`config.mk`:
```
export PLATFORM = sky130hd
export DESIGN_NAME = program_counter
export DESIGN_NICKNAME = d
export VERILOG_FILES = /design/src/rtl/program_counter.sv
export SDC_FILE = /design/constraint.sdc
export NUM_CORES = 1
export LEC_CHECK = 0
export CAP_MARGIN = 10
export CORE_UTILIZATION = 34
export CTS_CLUSTER_DIAMETER = 100
export DETAILED_ROUTE_END_ITERATION = 6
export HOLD_SLACK_MARGIN = 0.12
export PLACE_DENSITY = 0.91
export SYNTH_ARGS = -nofsm -noshare
export SYNTH_HDL_FRONTEND = slang
export SYNTH_SLANG_ARGS = --single-unit
```
`constraint.sdc`:
```
create_clock -name clock -period 1.45 [get_ports clock]
set_clock_uncertainty 0.2 [all_clocks]
set_input_delay 0.2175 -clock clock [delete_from_list [all_inputs] [get_ports clock]]
set_output_delay 0.2175 -clock clock [all_outputs]
set_load 0.02 [all_outputs]
```
`src/rtl/program_counter.sv`:
```
// Program counter register: holds the current fetch address and loads the
// next address from the fetch/branch logic on every rising clock edge.
module program_counter #(
    parameter int unsigned            WIDTH       = 32,
    parameter logic [WIDTH-1:0]       RESET_VALUE = '0
) (
    input  logic             clock,
    input  logic             reset,
    input  logic [WIDTH-1:0] pc_in,
    output logic [WIDTH-1:0] pc_out
);

    logic [WIDTH-1:0] pc_d;
    logic [WIDTH-1:0] pc_q;

    // No arithmetic: the next PC is taken verbatim from the fetch/branch logic.
    always_comb begin
        pc_d = pc_in;
    end

    always_ff @(posedge clock) begin
        if (reset) begin
            pc_q <= RESET_VALUE;
        end else begin
            pc_q <= pc_d;
        end
    end

    assign pc_out = pc_q;

endmodule

```
==> metrics, run 1 <==
run status complete, no violations; Final GP Congestion 0.750; Pwr per Cell Area 1090 nW/um2; Leak 0.716 nW; flops & latches, synth 32; peak supply drop 0.874 mV; largest area contributor in the netlist dfxtp_1; fillers 191; Final nets 172; I/O pin count 66; via count 684; Worst Setup SP pc_out[26]; worst hold-check path type input port to flop; CP max stage cell dfxtp_1; multi-input logic area 200 um2; CTS tree done; max-cap violations 0; H-Tree Depth 2; die area 2740 um2; Final period util 96.2%; post-synthesis cell count 67; Mean Syn Cell Area 12.9 um2; number of diodes 0; Commonest cells post-synth dfxtp_1, nor2b_1, buf_4; Worst-path clk slew 100 ps; post-synth top area share 74.2%; Remaining DRCs 0; aggregate global routing overflow 0; Tot Pwr 1.70 mW; number of port buffers 65; met1 Resource Use GR 12.3%; Final ANT Viol Nets 0; postcts setup bufs 0; Final Hold Fails 0; Mapped Area 863 um2; post-synthesis sequential area ratio 74.2%; met2 usage 26.2%; Worst setup EP type output port; placed wire-length estimate 1380 um; # resized after CTS 33; Syn. warnings 0; pins over their slew limit 0; setup tns final 0 ps; P&R area growth vs syn 81.3%; Worst Path Required 1030 ps; sum of buffers and inverters on the critical path 1; antenna violations before repair 0; Avg WL per Cell 11.1 um; Hold Buf Count CTS 0; Crit Path Category flop to output port; core area 2300 um2; worst-case clock buffer depth 2; GRT Total Usage 14.9%; Initial DRC Count 1; CP max FO 1; Post-Route WL 1850 um; GR met3 Demand/Resource 10.1%; CTS Root Cell clkbuf_4; fraction of layout cells with a size suffix above 1 7.91%; Worst Hold Launch pc_in[0]; drt first pass iters 2; worst slew margin relative to its limit 83.3%; Syn Nets 101; vias in the first global route 680; Crit path largest cell delay 330 ps; clock sinks 32; number of CTS-inserted buffers 5; Storage cell area 641 um2; gr busiest metal met2; FMAX 0.717 GHz; DP Worst Slack 121 ps; largest net degree at the start of global routing 18; critical path arrival 980 ps; initial core utilization 37.6%; hold_ws 241 ps; worst-margin pin slew 252 ps; chip height 52.4 um; Netlist cell types 3; Cell Rows 17; first-pass GRT wire length 2750 um; RSZ-0062 raised after global routing false; max reg flops 32; top cells by area, synth dfxtp_1, nor2b_1, buf_4; final setup violation count 0; post-synthesis async set-or-reset flop share 0%; Top delay family on crit path flip-flops; post-route minimum period 1390 ps; most used flip-flop cell after synthesis dfxtp_1; PnR worst setup slack 55.4 ps; die boundary width 52.4 um; CP startpoint kind flop; via-per-instance ratio 4.10; crit path cell chain dlygate4sd2_1; Post-synth EDFFs 0
==> report_power, final <==
part           leakage (nW)  switching, mW  internal, mW
sequential            0.267         0.0102         0.925
combinational         0.411          0.110         0.146
clock                0.0380          0.280         0.231
==> layout make-up <==
class	instances	share of cell area [%]
flip-flops and latches	32	40.9
repair buffers	67	40.1
clock buffers	6	3.28
clock inverters	2	0.639
well taps	28	2.24
multi-input cells	32	12.8
==> metal layers <==
layer | vias up | part of all wire [%] | routed length (um)
li1 | 342 | - | -
met1 | 285 | 35 | 647
met2 | 52 | 50 | 919
met3 | 5 | 14 | 258
met4 | 0 | 1.5 | 27
met5 | - | 0 | 0
==> placed cells by master (no fill, tap or decap) <==
master | Yosys | layout
clkdlybuf4s50_1 | 0 | 33
nor2b_1 | 32 | 32
dfxtp_1 | 32 | 32
dlygate4sd2_1 | 0 | 26
clkbuf_4 | 0 | 5
clkdlybuf4s15_1 | 0 | 5
clkinv_2 | 0 | 2
buf_4 | 3 | 2
clkbuf_8 | 0 | 1
clkbuf_2 | 0 | 1
==> path summary, 6_finish.rpt <==
| check | to | slack [ps] | depth (start not counted) |
|---|---|---|---|
| max | pc_out[26] | 60 | 1 |
| min | pc_out[0] | 240 | 2 |
==> cells by family (layout without fill, tap and decap cells) <==
family                 Yosys count  in the layout  share of synthesized area, %
DFF                             32             32                          74.2
buffers and inverters            3             75                          2.61
and+or+nand+nor                 32             32                          23.2
==> per-stage QoR <==
step | cell area (um2) | util [%] | cells
finish | 1570 | 68.1 | 167
global placement | 1540 | 67.1 | 159
CTS | 1560 | 68.1 | 167
global route | 1570 | 68.1 | 167
detailed placement | 1540 | 67.1 | 159
floorplan | 863 | - | 67
Power figures use the tool's default switching activity.
==> inputs of run 2 (changes only) <==
- SETUP_SLACK_MARGIN: not set -> 0.1
==> metrics, run 2 (synthesis results as in run 1) <==
run status complete, no violations; via count 682; CP max stage cell dfxtp_1; RSZ-0062 raised after global routing false; Final nets 172; Final period util 90.0%; Worst Path Required 1030 ps; worst hold-check path type input port to flop; number of CTS-inserted buffers 5; Reg power frac 55.2%; Final GP Congestion 0.750; placed wire-length estimate 1380 um; Crit Path Category flop to output port; die boundary width 52.4 um; P&R area growth vs syn 74.3%; setup tns final 0 ps; most frequent cells in the layout clkdlybuf4s50_1, nor2b_1, dfxtp_1, buf_2, clkdlybuf4s15_2; worst setup path endpoint pc_out[3]; internal power 1.30 mW; CTS Root Cell clkbuf_4; CP startpoint kind flop; hold_ws 241 ps; aggregate global routing overflow 0; max-cap violations 0; CP max FO 1; peak supply drop 0.907 mV; largest net degree at the start of global routing 18; worst slew margin relative to its limit 89.0%; Worst-path clk slew 100 ps; pins over their slew limit 0; Worst setup EP type output port; fraction of layout cells with a size suffix above 1 30.2%; Worst Setup SP pc_out[3]; I/O pin count 66; final setup violation count 0; worst-case clock buffer depth 2; Remaining DRCs 0; Logic pwr share 14.8%; vias in the first global route 684; antenna violations before repair 0; power share of the clock group 30.0%; GRT Total Usage 15.2%; sw power 0.401 mW; H-Tree Depth 2; CP Depth 1; Cell Rows 17; Hold Buf Count CTS 0; sum of buffers and inverters on the critical path 1; crit path cell chain clkdlybuf4s15_2; clock sinks 32; Final Hold Fails 0; first-pass GRT wire length 2780 um; Top delay family on crit path flip-flops; Initial DRC Count 1; max reg flops 32; die area 2740 um2; Leak 0.658 nW; critical path arrival 890 ps; switching share of power 23.6%; Post-Route WL 1870 um; chip height 52.4 um; Final ANT Viol Nets 0; Avg WL per Cell 11.2 um; Pwr per Cell Area 1130 nW/um2; worst-margin pin slew 166 ps; number of diodes 0; Crit path largest cell delay 320 ps; FMAX 0.767 GHz; core area 2300 um2; CTS tree done; commonest non-fill, non-tap cell in the layout clkdlybuf4s50_1; post-route minimum period 1300 ps; via-per-instance ratio 4.08; number of port buffers 65; drt first pass iters 2; initial core utilization 37.6%
-- run 2: cell types whose count changed in the layout (fill, tap and decap cells not counted) --
cell,before,now
dlygate4sd2_1,26,0
buf_2,0,15
clkdlybuf4s15_2,0,10
clkbuf_2,1,7
clkdlybuf4s15_1,5,0
-- run 2: worst min path at each step --
| stage | endpoint | depth (start not counted) | startpoint |
|---|---|---|---|
| 2_1_floorplan | pc_out[29] | 1 | reset |
| 3_3_place_gp | pc_out[18] | 2 | pc_in[18] |
| 3_5_place_dp | pc_out[0] | 2 | pc_in[0] |
| 4_1_cts | pc_out[22] | 2 | pc_in[22] |
| 5_1_grt | pc_out[22] | 2 | pc_in[22] |
| 6_report | pc_out[0] | 2 | pc_in[0] |
-- run 2: cell type report --
class	count	area, um2
clock buffer	6	51.3
multi-input combinational	32	200
clock inverter	2	10.0
tap	28	35.0
fill	185	792
sequential	32	641
timing repair buffer	67	568
-- run 2: repair_timing --
action | in CTS | in global routing
pin swaps | 0 | 0
resized for setup | 89 | 22
buffers inserted | 0 | 0
endpoints found under the setup margin | 32 | 22
-- run 2: metrics by stage --
stage / utilization, % / power [mW] / setup WS [ps] / cells / area (um2)
5_1_grt: 65.5 / 1.78 / 102 / 167 / 1510
3_3_place_gp: 67.1 / 1.24 / 128 / 159 / 1540
6_report: 65.5 / 1.70 / 146 / 167 / 1510
2_1_floorplan: - / 1.06 / 637 / 67 / 863
4_1_cts: 71.1 / 1.74 / 77.8 / 167 / 1630
3_5_place_dp: 67.1 / 1.25 / 121 / 159 / 1540
-- run 2: layer usage --
metal	vias up	track usage [%]	wire, um
li1	341	-	-
met1	285	12.2	649
met2	51	27.0	941
met3	5	10.4	249
met4	0	7.89	27
met5	-	0	0
-- run 2: power groups by stage --
stage	clock network (mW)	registers (mW)	logic (mW)
final	0.510	0.937	0.252
after global routing	0.566	0.941	0.268
after global placement	0	0.956	0.284
after detailed placement	0	0.957	0.289
after CTS	0.524	0.938	0.274
after floorplan	0	1.02	0.0422
